==> src/rtl/i2s_dac_tx.sv <==
// I2S (left-justified) DAC transmitter.
// A single-entry holding register buffers one {left,right} sample pair;
// a three-state sequencer generates the bit clock, channel select and
// MSB-first serial data, reloading a new frame at the end of each one.
module i2s_dac_tx #(
    parameter int CLK_DIV = 4
) (
    input  logic        CLK,
    input  logic        RESET,
    input  logic        ENABLE,
    input  logic [15:0] LDATA,
    input  logic [15:0] RDATA,
    input  logic        SAMPLE_VALID,
    output logic        SAMPLE_READY,
    input  logic        UNDERRUN_CLR,
    output logic        AUD_BCLK,
    output logic        AUD_DACLRCK,
    output logic        AUD_DACDAT,
    output logic        DATA_OVER,
    output logic        UNDERRUN,
    output logic [1:0]  dbg_state_o
);

    // Handshake: a pair is transferred on any rising CLK edge where
    // SAMPLE_VALID and SAMPLE_READY are both 1. SAMPLE_READY depends only on
    // registered state, never on SAMPLE_VALID, and the captured pair reaches
    // the shifter no earlier than the following cycle.

    localparam int DW = $clog2(CLK_DIV);
    localparam logic [DW-1:0] DIV_LAST = DW'(CLK_DIV - 1);

    typedef enum logic [1:0] {
        ST_IDLE = 2'd0,
        ST_SYNC = 2'd1,
        ST_RUN  = 2'd2
    } state_t;

    state_t        state_q;
    logic [DW-1:0] div_cnt_q;
    logic [4:0]    bit_cnt_q;
    logic [31:0]   shifter_q;
    logic          bclk_q;
    logic          lrck_q;
    logic          dat_q;
    logic          data_over_q;

    logic [31:0]   hold_q, hold_d;
    logic          full_q, full_d;
    logic          ready_q;
    logic          underrun_q, underrun_d;

    logic          div_wrap;
    logic          bclk_fall;
    logic          frame_end;
    logic          frame_load;
    logic          accept;
    logic          underrun_set;
    logic [31:0]   load_word;
    logic [4:0]    bit_nxt;

    // Frame timing strobes and next-state of the holding register / flags.
    always_comb begin
        div_wrap     = (div_cnt_q == DIV_LAST);
        bclk_fall    = (state_q == ST_RUN) && div_wrap && bclk_q;
        frame_end    = bclk_fall && (bit_cnt_q == 5'd31);
        frame_load   = ((state_q == ST_SYNC) && ENABLE && full_q) ||
                       (frame_end && ENABLE);
        accept       = SAMPLE_VALID && ready_q;
        load_word    = full_q ? hold_q : 32'h0;
        underrun_set = frame_load && !full_q;
        bit_nxt      = bit_cnt_q + 5'd1;

        hold_d = accept ? {LDATA, RDATA} : hold_q;

        full_d = full_q;
        if (frame_load) full_d = 1'b0;
        if (accept)     full_d = 1'b1;

        // A set coinciding with a clear must leave the flag set.
        underrun_d = underrun_q;
        if (UNDERRUN_CLR) underrun_d = 1'b0;
        if (underrun_set) underrun_d = 1'b1;
    end

    // Holding register, full/ready flags and the sticky underrun flag.
    always_ff @(posedge CLK or negedge RESET) begin
        if (!RESET) begin
            hold_q     <= 32'h0;
            full_q     <= 1'b0;
            ready_q    <= 1'b1;
            underrun_q <= 1'b0;
        end else begin
            hold_q     <= hold_d;
            full_q     <= full_d;
            ready_q    <= ~full_d;
            underrun_q <= underrun_d;
        end
    end

    // Sequencer: bit-clock divider, slot counter and registered serial pins.
    always_ff @(posedge CLK or negedge RESET) begin
        if (!RESET) begin
            state_q     <= ST_IDLE;
            div_cnt_q   <= '0;
            bit_cnt_q   <= 5'd0;
            shifter_q   <= 32'h0;
            bclk_q      <= 1'b0;
            lrck_q      <= 1'b0;
            dat_q       <= 1'b0;
            data_over_q <= 1'b0;
        end else begin
            data_over_q <= 1'b0;
            case (state_q)
                ST_IDLE: begin
                    bclk_q    <= 1'b0;
                    lrck_q    <= 1'b0;
                    dat_q     <= 1'b0;
                    div_cnt_q <= '0;
                    bit_cnt_q <= 5'd0;
                    if (ENABLE) state_q <= ST_SYNC;
                end
                ST_SYNC: begin
                    if (!ENABLE) begin
                        state_q <= ST_IDLE;
                    end else if (full_q) begin
                        shifter_q <= load_word;
                        dat_q     <= load_word[31];
                        lrck_q    <= 1'b0;
                        bclk_q    <= 1'b0;
                        div_cnt_q <= '0;
                        bit_cnt_q <= 5'd0;
                        state_q   <= ST_RUN;
                    end
                end
                ST_RUN: begin
                    if (!div_wrap) begin
                        div_cnt_q <= div_cnt_q + DW'(1);
                    end else begin
                        div_cnt_q <= '0;
                        bclk_q    <= ~bclk_q;
                        if (bclk_q) begin
                            if (bit_cnt_q == 5'd31) begin
                                // End of slot 31: flag the frame and chain
                                // straight into the next one, or stop cleanly.
                                data_over_q <= 1'b1;
                                bit_cnt_q   <= 5'd0;
                                lrck_q      <= 1'b0;
                                if (ENABLE) begin
                                    shifter_q <= load_word;
                                    dat_q     <= load_word[31];
                                end else begin
                                    dat_q   <= 1'b0;
                                    state_q <= ST_IDLE;
                                end
                            end else begin
                                bit_cnt_q <= bit_nxt;
                                lrck_q    <= bit_nxt[4];
                                dat_q     <= shifter_q[5'd31 - bit_nxt];
                            end
                        end
                    end
                end
                default: state_q <= ST_IDLE;
            endcase
        end
    end

    assign SAMPLE_READY = ready_q;
    assign AUD_BCLK     = bclk_q;
    assign AUD_DACLRCK  = lrck_q;
    assign AUD_DACDAT   = dat_q;
    assign DATA_OVER    = data_over_q;
    assign UNDERRUN     = underrun_q;
    assign dbg_state_o  = state_q;

endmodule

==> config.mk <==
export PLATFORM = sky130hd
export DESIGN_NAME = i2s_dac_tx
export DESIGN_NICKNAME = d
export VERILOG_FILES = /design/src/rtl/i2s_dac_tx.sv
export SDC_FILE = /design/constraint.sdc
export NUM_CORES = 1
export LEC_CHECK = 0
export BUFFER_PORTS_ARGS = -buffer_cell sky130_fd_sc_hd__buf_2
export CAP_MARGIN = 20
export CORE_MARGIN = 2
export CORE_UTILIZATION = 30
export DETAILED_ROUTE_END_ITERATION = 8
export SETUP_SLACK_MARGIN = 0.1
export SYNTH_ARGS = -nofsm -noshare
export SYNTH_HDL_FRONTEND = slang
export SYNTH_SLANG_ARGS = --single-unit
==> constraint.sdc <==
create_clock -name CLK -period 4.8 [get_ports CLK]
set_input_delay 0.96 -clock CLK [delete_from_list [all_inputs] [get_ports CLK]]
set_output_delay 0.96 -clock CLK [all_outputs]
set_load 0.005 [all_outputs]
==> results of run 1 <==
-- cells by family after synthesis --
family	Yosys count	synth area share, %
muxes	49	18.1
xor gates and xnor gates	2	0.510
AOI/OAI and AO/OA	57	12.9
buffers and inverters	20	2.73
adders and majority gates	7	2.55
DFF	79	57.5
and+or+nand+nor	39	5.64
-- synth_stat cells (3+ instances only) --
cell	count
dfrtp_1	78
a22o_1	35
mux2_2	34
nand2_1	17
clkbuf_1	9
mux2i_1	9
o21ai_0	8
ha_1	7
a21oi_1	5
inv_1	5
nand3_1	5
mux4_1	4
nor2_1	4
a21o_1	3
-- how the worst min path moves through the flow --
| stage | from | to | slack, ns | depth (start not counted) |
|---|---|---|---|---|
| floorplan | div_cnt_q[1] | div_cnt_q[1] | 0.45 | 2 |
| global placement | div_cnt_q[1] | div_cnt_q[1] | 0.47 | 2 |
| detailed placement | hold_q[4] | shifter_q[4] | 0.48 | 1 |
| CTS | hold_q[4] | shifter_q[4] | 0.49 | 1 |
| global route | hold_q[4] | shifter_q[4] | 0.50 | 1 |
| finish | div_cnt_q[1] | div_cnt_q[1] | 0.49 | 2 |
-- placed cells by master, fill, tap and decap left out, types with 2 or more instances in the layout --
cell and n:
mux4_2 2, ha_1 7, nor2b_1 2, inv_1 5
mux2i_1 9, buf_4 3, a21o_1 3, a22o_1 35
mux4_1 4, nand2b_1 2, o21ai_0 8, nor2_1 4
dfrtp_1 78, buf_2 43, mux2_2 34, a21oi_1 5
nand3b_1 2, clkbuf_16 9, nand3_1 5, nand2_1 17
inv_6 2
-- per-layer routing --
layer / track usage (%) / up-vias
li1: - / 1026
met1: 16.2 / 1072
met2: 15.5 / 54
met3: 3.55 / 5
met4: 3.70 / 0
met5: 0 / -
-- stage by stage --
step,total power [uW],worst slack (ns),area (um^2)
global route,2670,1.47,4100
CTS,2540,1.72,4100
floorplan,1620,2.66,3440
finish,2500,1.76,4100
global placement,1790,1.83,3790
detailed placement,1820,1.72,3790
-- state kept, by name, indices dropped and copies added, names as in the netlist --
signal / cells
hold_q: 32
shifter_q: 32
bit_cnt_q: 5
dbg_state_o: 2
div_cnt_q: 2
AUD_BCLK: 1
AUD_DACDAT: 1
DATA_OVER: 1
SAMPLE_READY: 1
UNDERRUN: 1
full_q: 1
-- power groups by stage --
stage	sequential, uW	clock [uW]	combinational [uW]
floorplan	1060	0	565
global placement	1130	0	655
CTS	1130	729	678
global route	1160	763	747
detailed placement	1140	0	678
finish	1120	708	666
-- worst max-delay path, stage by stage (launching register included) --
cell,delay (ns)
dfrtp_1,0.82
ha_1,0.33
and3_1,0.17
ha_1,0.21
nand2_1,0.06
nor2_1,0.27
o211a_1,0.87
a22o_1,0.25
-- cell type report --
cell class                 count  area, um^2
multi-input combinational    154        1370
clock buffer                   9         225
tap                          143         179
clock inverter                 7        91.3
sequential                    79        1980
timing repair buffer          46         238
inverter                       5        18.8
fill                        1106        7220
==> summary.txt, run 1 <==
Status
  • Status: finished, final reports clean

Critical path
  • Data arrival time of the worst path: around 3.3 ns
  • Cells on worst reg2reg path: 7
  • Crit path from: bit_cnt_q[0]
  • FF-to-FF Start: bit_cnt_q[0]
  • FF-to-FF setup slack: approximately 1.8 ns
  • CP Capture Type: register
  • CP endpoint: shifter_q[24]
  • R2R Path End: shifter_q[24]
  • Crit Path Class: reg2reg
  • Startpoint Class: register
  • Worst Path Max Fanout: 32
  • Required @ worst endpoint: 5.07 ns

Power
  • Clock power frac: about 28%
  • Power Density: 609 nW/um^2
  • Switching Share: 30.2%
  • Pint: about 1700 uW
  • Sw power: roughly 750 uW
  • Logic pwr share: 26.7%
  • Static Leakage: about 0.0019 uW
  • Seq pwr share: 45.0%
  • Maximum vdd drop: 0.298 mV

Synth
  • Syn_nets: 297
  • Cell Area, Synth: 3440 um^2
  • Yosys warning count: 0
  • Cell taking the most area after synthesis: dfrtp_1
  • Top post-synthesis cells by area: dfrtp_1 57%, mux2_2 11%, a22o_1 8.9%
  • Register area share after synthesis: a little under three fifths
  • Yosys top cell area share: roughly 57%
  • Mapped Cells: 253
  • Most used DFF post-synth: dfrtp_1
  • Synth cell types: 38
  • EDFF count, synth: 0
  • Synth async-reset ratio: 100%
  • Mean Syn Cell Area: about 14 um^2
  • Post-synthesis register bit count: 79

Floorplanning
  • # rows: 39
  • Core area: 11300 um^2
  • Starting Density: 30.4%
  • Die H: 111 um
  • Die X: between 100 and 150 um
  • I/O pin count: 45
  • Die area: 12300 um^2

Drt
  • Routed len/inst: 14.4 um
  • Top sig layer: met4
  • Met3 wire len: 322 um
  • 1st-pass router iterations: 4
  • Vias per std cell: about 4.9
  • WL final: roughly 6.4 mm
  • Met1 WL: 3.21 mm
  • Starting DRT DRC Count: 93
  • DR DRC count: 0
  • Met2 wire len: 2.78 mm
  • Number of nets with antenna violations after routing: 0
  • Via count: about 2.2k

Clock tree
  • Hold buffer count at cts: 0
  • Post-cts resize count: 0
  • Clock-pin slew on the worst setup and hold paths: 0.06 ns
  • Clock sinks: 79
  • TritonCTS buffer count: 9
  • CTS tree: built
  • Setup bufs post-CTS: 0
  • CTS root buffer: clkbuf_16
  • Worst-Skew Late Latency: ~0.33 ns
  • CTS Buffer Depth: 2
  • H-tree levels: 3

STA
  • Period minus WS final: 3.04 ns
  • Final setup fails: 0
  • Fin. max-slew vios: 0
  • Crit share post-route: 63.4%
  • Slew @ Worst Pin: 0.997 ns
  • Fmax: 328 MHz
  • Fin. Hold Viols: 0
  • Unrepaired setup endpoints after global routing: false
  • Clock skew: 0.00682 ns
  • Slew headroom: between 30% and 40%
  • Hold WS: 0.491 ns
  • Setup TNS: 0 ns

Finish
  • Final Non-Filler Cells: 443
  • Core Util, Final: 36.2%
  • Antenna diodes: 0
  • Final #Nets: between 300 and 400
  • Area grow syn2layout: 19.3%
  • Ratio of cells with drive above 1 in the final layout: 34.0%

GRT
  • Aggregate global routing overflow: 0
  • Vias in the first global route: about 2.2k
  • Antenna violations before repair: 0
  • Total GRT Usage: between 10 and 15%
  • Largest net degree at the start of global routing: 80
  • Global-route wire length before repair: 11.1 mm

Place
  • Cells after DPL: 427
  • Detail Placement HPWL: 4.26 mm
  • GP Congestion: 0.714
  • I/O Buffers: 44

Hold path
  • Hold crit path type: reg2reg

Run
  • MaxCap Viol Count: 0
Note: power is estimated with default switching activity, not from simulation.
==> run 2, diff against run 1 <==
- clock period: 4.8 -> 2.5 ns (I/O delays scaled with it)
==> run 2 against run 1 <==
Compared with the run above:
- global-route usage is 0.28 points higher
- register-to-register slack worse by 1.5 ns
- sequential share of layout area down 0.62 points
- routed wire length increased by 2.3%
- clock skew decreased by 0.00090 ns
- cell count increased by 0.90%
- non-clock buffer count increased by 4
- clock power up 99%
- fmax is 37% higher
- sequential power increased by 91%
- total power grew 95%
- critical path type unchanged
- critical endpoint is now AUD_DACDAT
==> summary.txt, run 2 (synthesized netlist as in run 1, its figures left out) <==
GRT
  • Antenna violations before repair: 0 (unchanged)
  • Aggregate global routing overflow: 0 (unchanged)
  • Vias in the first global route: 2265 (+4.6%)
  • Largest net degree at the start of global routing: 42 (-48%)
  • Global-route wire length before repair: 11.1 mm (+0.69%)
  • Total GRT Usage: 11.3% (+0.28 points)

Drt
  • Via count: 2188 (+1.4%)
  • WL final: 6.52 mm (+2.3%)
  • Starting DRT DRC Count: 89 (-4.3%)
  • Routed len/inst: 14.6 um (+1.4%)
  • Number of nets with antenna violations after routing: 0 (unchanged)
  • Vias per std cell: 4.89 (+0.53%)
  • DR DRC count: 0 (unchanged)
  • 1st-pass router iterations: 4 (unchanged)

Power
  • Power Density: 1170 nW/um^2 (+92%)
  • Maximum vdd drop: 0.591 mV (+98%)
  • Static Leakage: 0.00190 uW (+1.7%)
  • Pwr Total: 4870 uW (+95%)

Floorplanning
  • Die area: 12300 um^2 (unchanged)
  • Die H: 111 um (unchanged)
  • Die X: 111 um (unchanged)
  • Starting Density: 30.4% (unchanged)
  • I/O pin count: 45 (unchanged)
  • # rows: 39 (unchanged)
  • Core area: 11300 um^2 (unchanged)

STA
  • Crit share post-route: 89.0% (+26 points)
  • Fmax: 449 MHz (+37%)
  • Fin. max-slew vios: 0 (unchanged)
  • Final setup fails: 0 (unchanged)
  • Period minus WS final: 2.23 ns (-0.819 ns)
  • Slew headroom: 61.8% (+28 points)
  • Hold WS: 0.152 ns (-0.339 ns)
  • Unrepaired setup endpoints after global routing: false
  • Slew @ Worst Pin: 0.566 ns (-0.431 ns)
  • Fin. Hold Viols: 0 (unchanged)
  • Clock skew: 0.00592 ns (-0.000903 ns)
  • Setup TNS: 0 ns (unchanged)

Clock tree
  • CTS Buffer Depth: 2 (unchanged)
  • Clock-pin slew on the worst setup and hold paths: 0.06 ns (about the same)
  • Clock sinks: 79 (unchanged)
  • H-tree levels: 3 (unchanged)
  • Worst-Skew Late Latency: 0.33 ns (about the same)
  • CTS root buffer: clkbuf_16
  • CTS tree: built
  • Hold buffer count at cts: 0 (unchanged)
  • Setup bufs post-CTS: 0 (unchanged)
  • TritonCTS buffer count: 9 (unchanged)
  • Post-cts resize count: 0 (unchanged)

Place
  • I/O Buffers: 44 (unchanged)
  • Cells after DPL: 431 (+0.94%)
  • GP Congestion: 0.718 (+0.49%)
  • Detail Placement HPWL: 4.42 mm (+3.7%)
  • Dpl cell area: 3830 um^2 (+1.1%)

Status
  • Status: finished, final reports clean

Finish
  • Area of the multi-input gates: 1380 um^2 (+0.55%)
  • Final #Nets: 343 (+1.2%)
  • Final Non-Filler Cells: 447 (+0.90%)
  • Commonest non-fill, non-tap cells in the layout: 78 x dfrtp_1, 43 x buf_2, 35 x a22o_1, 34 x mux2_2, 17 x nand2_1
  • Register Area: 1980 um^2 (unchanged)
  • Largest registers: hold_q (32), shifter_q (32), bit_cnt_q (5)
  • Fillers: 1118 (+1.1%)
  • Area grow syn2layout: 20.9%
  • Ratio of cells with drive above 1 in the final layout: 34.9% (+0.87 points)
  • Most common cell after layout, fill and taps aside: dfrtp_1
  • Antenna diodes: 0 (unchanged)
  • Finished Cell Area: 4160 um^2 (+1.3%)

Critical path
  • Worst Path Max Fanout: 15 (-53%)
  • CP peak stage delay: 0.58 ns (-0.29 ns)
  • CP Capture Type: register
  • Required @ worst endpoint: 2.69 ns (-2.38 ns)
  • Data arrival time of the worst path: 2.42 ns (-0.89 ns)
  • Crit Path Class: reg2reg
  • Worst-path cell chain: buf_4, mux4_1, mux2_2, o311ai_0, o21ai_1
  • Bufs and invs on worst path: 1 (+1)
  • Worst path top cell family by delay: multiplexers
  • Slowest CP cell: mux4_1
  • Startpoint Class: register

Run
  • MaxCap Viol Count: 0 (unchanged)

Hold path
  • Hold crit path type: in2async
## run 2: cell count changes in the layout (fill, tap and decap cells not counted), sizes merged
cell	previous run	this run
clkinvlp	1	0
inv	8	7
buf	46	50
bufinv	1	2
clkbuf	9	10
## run 2: metrics by stage
stage	util, %	setup WS, ns
after detailed placement	33.8	0.206
after global placement	33.8	0.270
after CTS	36.6	0.181
after global routing	36.7	0.142
after floorplan	-	0.541
final	36.7	0.275
## run 2: worst paths after layout
| path | depth (start not counted) | endpoint | slack, ns | start |
|---|---|---|---|---|
| min | 1 | hold_q[16] | 0.15 | RESET |
| max | 5 | AUD_DACDAT | 0.27 | bit_cnt_q[0] |
| max in group asynchronous | 2 | shifter_q[18] | 1.74 | RESET |
| min in group CLK | 2 | UNDERRUN | 0.36 | UNDERRUN_CLR |
| min reg2reg | 1 | shifter_q[1] | 0.49 | hold_q[1] |
| max reg2reg | 5 | AUD_DACDAT | 0.27 | bit_cnt_q[0] |
## run 2: routing by layer
layer	vias up	routed length [um]	share of wire, %	global-route usage (%)
met1	1098	3110	48	14.5
met5	-	0	0	0
met2	50	2980	46	17.9
met3	10	314	4.8	4.05
met4	0	118	1.8	4.03
li1	1030	-	-	-
## run 2: cell type report
| type | count | share of cell area, % |
|---|---|---|
| inverter | 5 | 0.452 |
| sequential | 79 | 47.6 |
| clock inverter | 6 | 2.20 |
| clock buffer | 10 | 5.51 |
| timing repair buffer | 50 | 6.74 |
| tap | 143 | 4.30 |
| multi-input combinational | 154 | 33.2 |
## run 2: worst register-to-register path, stage by stage, from the launching register on
cell and delay [ns]:
dfrtp_1 0.35, buf_4 0.26, mux4_1 0.59, mux2_2 0.28, o311ai_0 0.50, o21ai_1 0.11
## run 2: where the power goes
part / internal [uW] / switching (uW)
combinational: 755 / 572
clock: 882 / 524
sequential: 1810 / 326
total: 3450 / 1420
